==> src/rtl/seq_arith_unit.sv <==
// seq_arith_unit: start/busy/done arithmetic engine (add, sub, shift-add mul, restoring div).
// Optional macro ARITH_SIGNED_EN: two's-complement mul/div with a sign-fixup FINISH cycle.
`default_nettype none

module seq_arith_unit #(
  parameter int WIDTH = 32,
  parameter int CNT_W = $clog2(WIDTH) + 1
) (
  input  logic                 CLK,
  input  logic                 reset,
  input  logic                 start,
  input  logic [1:0]           module_select,
  input  logic [WIDTH-1:0]     opA,
  input  logic [WIDTH-1:0]     opB,
  output logic                 busy,
  output logic                 done,
  output logic [2*WIDTH-1:0]   result,
  output logic                 div_by_zero
);

  typedef enum logic [1:0] {IDLE = 2'd0, CALC = 2'd1, FINISH = 2'd2} state_t;

  state_t               state, state_nx;
  logic [2*WIDTH-1:0]   acc, iter_acc;
  logic [WIDTH-1:0]     dvs, mag_a, mag_b, rem_sub;
  logic [WIDTH:0]       mul_sum, add_sum, sub_diff;
  logic [CNT_W-1:0]     cnt;
  logic                 is_div, rem_ge, quick;

`ifdef ARITH_SIGNED_EN
  logic                 sign_a, sign_b, fix_pending;
  logic [2*WIDTH-1:0]   fixed;
`endif

  assign add_sum  = {1'b0, opA} + {1'b0, opB};
  assign sub_diff = {1'b0, opA} - {1'b0, opB};
  // Add, sub and divide-by-zero finish straight from IDLE.
  assign quick    = !module_select[1] || (module_select[0] && (opB == '0));

`ifdef ARITH_SIGNED_EN
  assign mag_a = opA[WIDTH-1] ? -opA : opA;
  assign mag_b = opB[WIDTH-1] ? -opB : opB;
`else
  assign mag_a = opA;
  assign mag_b = opB;
`endif

  // One iteration of either core; acc = {upper/remainder, multiplier/quotient}.
  always_comb begin
    mul_sum  = {1'b0, acc[2*WIDTH-1:WIDTH]} + (acc[0] ? {1'b0, dvs} : '0);
    rem_ge   = acc[2*WIDTH-1:WIDTH-1] >= {1'b0, dvs};
    rem_sub  = acc[2*WIDTH-2:WIDTH-1] - dvs;
    iter_acc = {mul_sum, acc[WIDTH-1:1]};
    if (is_div) begin
      if (rem_ge) iter_acc = {rem_sub, acc[WIDTH-2:0], 1'b1};
      else        iter_acc = {acc[2*WIDTH-2:0], 1'b0};
    end
  end

`ifdef ARITH_SIGNED_EN
  always_comb begin
    fixed = acc;
    if (!is_div) begin
      if (sign_a ^ sign_b) fixed = -acc;
    end else begin
      if (sign_a ^ sign_b) fixed[WIDTH-1:0] = -acc[WIDTH-1:0];
      if (sign_a)          fixed[2*WIDTH-1:WIDTH] = -acc[2*WIDTH-1:WIDTH];
    end
  end
`endif

  always_ff @(posedge CLK or negedge reset) begin
    if (!reset) state <= IDLE;
    else        state <= state_nx;
  end

  always_comb begin
    state_nx = state;
    case (state)
      IDLE:   if (start) state_nx = quick ? FINISH : CALC;
      CALC:   if (cnt == CNT_W'(1)) state_nx = FINISH;
`ifdef ARITH_SIGNED_EN
      FINISH: state_nx = fix_pending ? FINISH : IDLE;
`else
      FINISH: state_nx = IDLE;
`endif
      default: state_nx = IDLE;
    endcase
  end

  always_ff @(posedge CLK or negedge reset) begin
    if (!reset) begin
      acc         <= '0;
      dvs         <= '0;
      cnt         <= '0;
      is_div      <= 1'b0;
      busy        <= 1'b0;
      done        <= 1'b0;
      result      <= '0;
      div_by_zero <= 1'b0;
`ifdef ARITH_SIGNED_EN
      sign_a      <= 1'b0;
      sign_b      <= 1'b0;
      fix_pending <= 1'b0;
`endif
    end else begin
      busy <= (state_nx != IDLE);
      done <= 1'b0;
      case (state)
        IDLE: if (start) begin
          is_div      <= module_select[0];
          div_by_zero <= 1'b0;
          cnt         <= CNT_W'(WIDTH);
          acc         <= {{WIDTH{1'b0}}, mag_a};
          dvs         <= mag_b;
`ifdef ARITH_SIGNED_EN
          sign_a      <= opA[WIDTH-1];
          sign_b      <= opB[WIDTH-1];
`endif
          done        <= quick;
          case (module_select)
            2'b00:   result <= {{(WIDTH-1){1'b0}}, add_sum};
            2'b01:   result <= {{(WIDTH-1){1'b0}}, sub_diff};
            2'b11:   if (opB == '0) begin
                       result      <= {opA, {WIDTH{1'b1}}};
                       div_by_zero <= 1'b1;
                     end
            default: ;
          endcase
        end
        CALC: begin
          acc <= iter_acc;
          cnt <= cnt - CNT_W'(1);
          if (cnt == CNT_W'(1)) begin
`ifdef ARITH_SIGNED_EN
            fix_pending <= 1'b1;
`else
            result <= iter_acc;
            done   <= 1'b1;
`endif
          end
        end
        FINISH: begin
`ifdef ARITH_SIGNED_EN
          if (fix_pending) begin
            result      <= fixed;
            done        <= 1'b1;
            fix_pending <= 1'b0;
          end
`endif
        end
        default: ;
      endcase
    end
  end

endmodule

`default_nettype wire
==> config.mk <==
export PLATFORM = sky130hd
export DESIGN_NAME = seq_arith_unit
export DESIGN_NICKNAME = d
export VERILOG_FILES = /design/src/rtl/seq_arith_unit.sv
export SDC_FILE = /design/constraint.sdc
export NUM_CORES = 1
export LEC_CHECK = 0
export ABC_AREA = 1
export CORE_MARGIN = 4
export CORE_UTILIZATION = 25
export DETAILED_ROUTE_END_ITERATION = 8
export GPL_ROUTABILITY_DRIVEN = 0
export GPL_TIMING_DRIVEN = 0
export PLACE_DENSITY = 0.46
export SLEW_MARGIN = 25
export SYNTH_ARGS = -nofsm -noshare
export SYNTH_HDL_FRONTEND = slang
export SYNTH_SLANG_ARGS = --single-unit
==> constraint.sdc <==
create_clock -name CLK -period 4.3 [get_ports CLK]
set_input_delay 1.29 -clock CLK [delete_from_list [all_inputs] [get_ports CLK]]
set_output_delay 1.29 -clock CLK [all_outputs]
set_load 0.1 [all_outputs]
==> metrics.yaml <==
outcome: "finished, final reports clean"
final_nets: 2913
ioPinCount: 136
finClkSkew_ns: 0.0132
critPathSlowestCell: "ha_1"
rows: 92
grt-ovfl-total: 0
grt_start_max_net_pins: 68
grt_antenna_before_repair: 0
arrival_ns: 4.63
routedWlPerCell_um: 20.3
numPortBuffers: 135
crit_path_start_kind: "input pin"
coreArea_sq_um: 63300
cts.sinks: 172
layout_common_cells: "nand2_1 (700), inv_1 (387), nor2_1 (221)"
multiInputGateArea_sq_um: 10200
setup_viol: 0
cts_root_buf: "clkbuf_16"
crit_path_max_fanout: 3
syn_inst: 2551
start_util_pct: 25.4
power_leakage_nw: 10.0
syn2layout_area_growth_pct: 23.3
fp.dieH_um: 261
viasPerCell: 4.90
h-tree-depth: 4
utilization_pct: 31.3
crit_top_cell: "a21oi_2"
critical-path-max-stage-delay_ns: 0.32
ys_types: 50
cellPowerDensity_nw_per_um2: 867
dpl.cell_count: 3534
synth_area_leader_cell: "dfrtp_1"
holdCritStartpoint: "result[19]"
clk_pin_slew_ns: 0.08
fmax_mhz: 233
fin_cells: 3601
synth_area_sq_um: 16100
end_kind: "flop"
syn_nets: 2722
cap_violations: 0
slew_headroom_pct: 31.1
tightest_slew_ns: 1.03
hold_buffers: 0
drv_slew: 0
ys_warn_count: 0
critPathKind: "input pin to flop"
dpl_cell_area_sq_um: 18500
fin_area_sq_um: 19800
insertion_delay_ns: 0.46
yosys.area.top_type_share_pct: 26.8
fin_crit_sh_pct: 99.7
antenna_left: 0
n_antenna_cell: 0
cts_tree: "built"
path_cells: "dlygate4sd2_1, inv_2, nand3_4, nor3_4, nand4_1, nor3_2, nor2_2, a21oi_2, xor2_1, ha_1, buf_6, nand2_4, nor2_1, o21ai_1, nand2_2, a21oi_4, nand2_1, nand2_1, nand3_2, a21oi_2, a21oi_2"
critPathLaunch: "opB[11]"
drc: 0
dp.final_hpwl_um: 60400
fill_cells: 7068
drive_gt1_share_pct: 10.1
regArea_sq_um: 4300
tns_ns: 0
layout_commonest_cell: "nand2_1"
avgSynthCellArea_sq_um: 6.29
clk_path_buf_depth: 2
drtIter0Drc: 1585
vdd_drop_max_v: 0.000677
grt_usage_pct: 21.1
drt_first_pass_iters: 5
fin_crit_ns: 4.29
reg2reg_from: "acc[0]"
grt_pass1_wl_um: 109000
grt_pass1_vias: 17700
routed_wirelength_um: 73200
numCtsBuffers: 17
hold_path.class: "flop to flop"
hold_viol_final: 0
hold_ws_ns: 0.483
dieArea_sq_um: 68300
yosys-top-cells-area: "dfrtp_1 (27%), nand2_1 (17%), inv_1 (9.3%), ha_1 (7.7%), a21oi_1 (6.2%)"
reg2reg_slack_ns: 0.71
crit_required_ns: 4.64
synth-seq-cells: 172
vias: 17600
die_w_um: 261
yosysSeqAreaShare_pct: 26.8
synthesized netlist by cell type (all sizes together):
library cell and number:
a211oi 1, a21boi 4, a21o 4, a21oi 205, a22oi 20, a31oi 53, and2 4, buf 26
clkbuf 50, clkinv 3, dfrtp 172, fa 3, ha 99, inv 412, mux2i 1, nand2 739
nand3 152, nand3b 5, nand4 29, nor2 256, nor3 22, nor4 7, o2111ai 1, o211ai 10
o21a 6, o21ai 185, o21bai 13, o22ai 1, o31ai 1, or2 6, xnor2 13, xor2 48
cells by family after synthesis:
| kind of cell | synth area share, % |
|---|---|
| AOI/OAI and AO/OA | 17.5 |
| xor gates and xnor gates | 3.33 |
| adders and majority gates | 8.09 |
| buffers and inverters | 11.9 |
| DFF | 26.8 |
| muxes | 0.0623 |
| and+or+nand+nor | 32.3 |
state kept, by name, summed over array words and instances, names as in the netlist:
signal       flops
acc             64
busy             1
dvs             32
div_by_zero      1
is_div           1
state            2
done             1
cnt              6
result          64
through the flow:
stage               worst slack, ns  power [mW]
floorplan                     0.287        11.4
global placement              -5.96        15.2
detailed placement            -1.88        15.2
CTS                          0.0231        17.1
global route                -0.0842        18.4
finish                       0.0112        17.2
worst max-delay path: cells and delay by family:
family	cells	cell delay (ns)
XOR/XNOR	1	0.23
AND/OR/NAND/NOR	11	1.48
adder cells (fa/ha/maj)	1	0.32
AO/OA/AOI/OAI	5	0.77
buffers and inverters	3	0.55
repair_timing:
item	in CTS	in global routing
setup buffers	16	19
pin swaps	19	34
endpoints found under the setup margin	29	18
gates resized for setup	90	71
where the power goes:
group / switching [mW] / internal, mW / total [mW]
Clock: 0.773 / 0.949 / 1.72
Combinational: 8.96 / 3.40 / 12.4
Sequential: 0.683 / 2.39 / 3.08
routing by layer:
layer / global-route usage [%] / share of wire (%) / routed length, um
met2: 36.4 / 48 / 34900
met4: 10.6 / 5.5 / 4060
met5: 0 / 0 / 0
met1: 26.4 / 43 / 31100
met3: 2.10 / 4.3 / 3170
area by class of cell:
type | instances | share of cell area (%)
Tap cell | 846 | 5.35
Timing Repair Buffer | 172 | 8.31
Inverter | 415 | 7.87
Buffer | 76 | 1.80
Clock inverter | 13 | 0.891
Clock buffer | 19 | 2.24
Sequential cell | 172 | 21.7
Multi-Input combinational cell | 1888 | 51.8
worst paths after layout:
kind,endpoint,depth (start not counted)
hold / removal,result[19],2
hold reg to reg,result[19],2
max in group asynchronous,acc[40],2
setup / recovery,result[32],21
setup reg to reg,acc[59],18
min in group asynchronous,result[22],1
(Power assumes the default switching activity.)
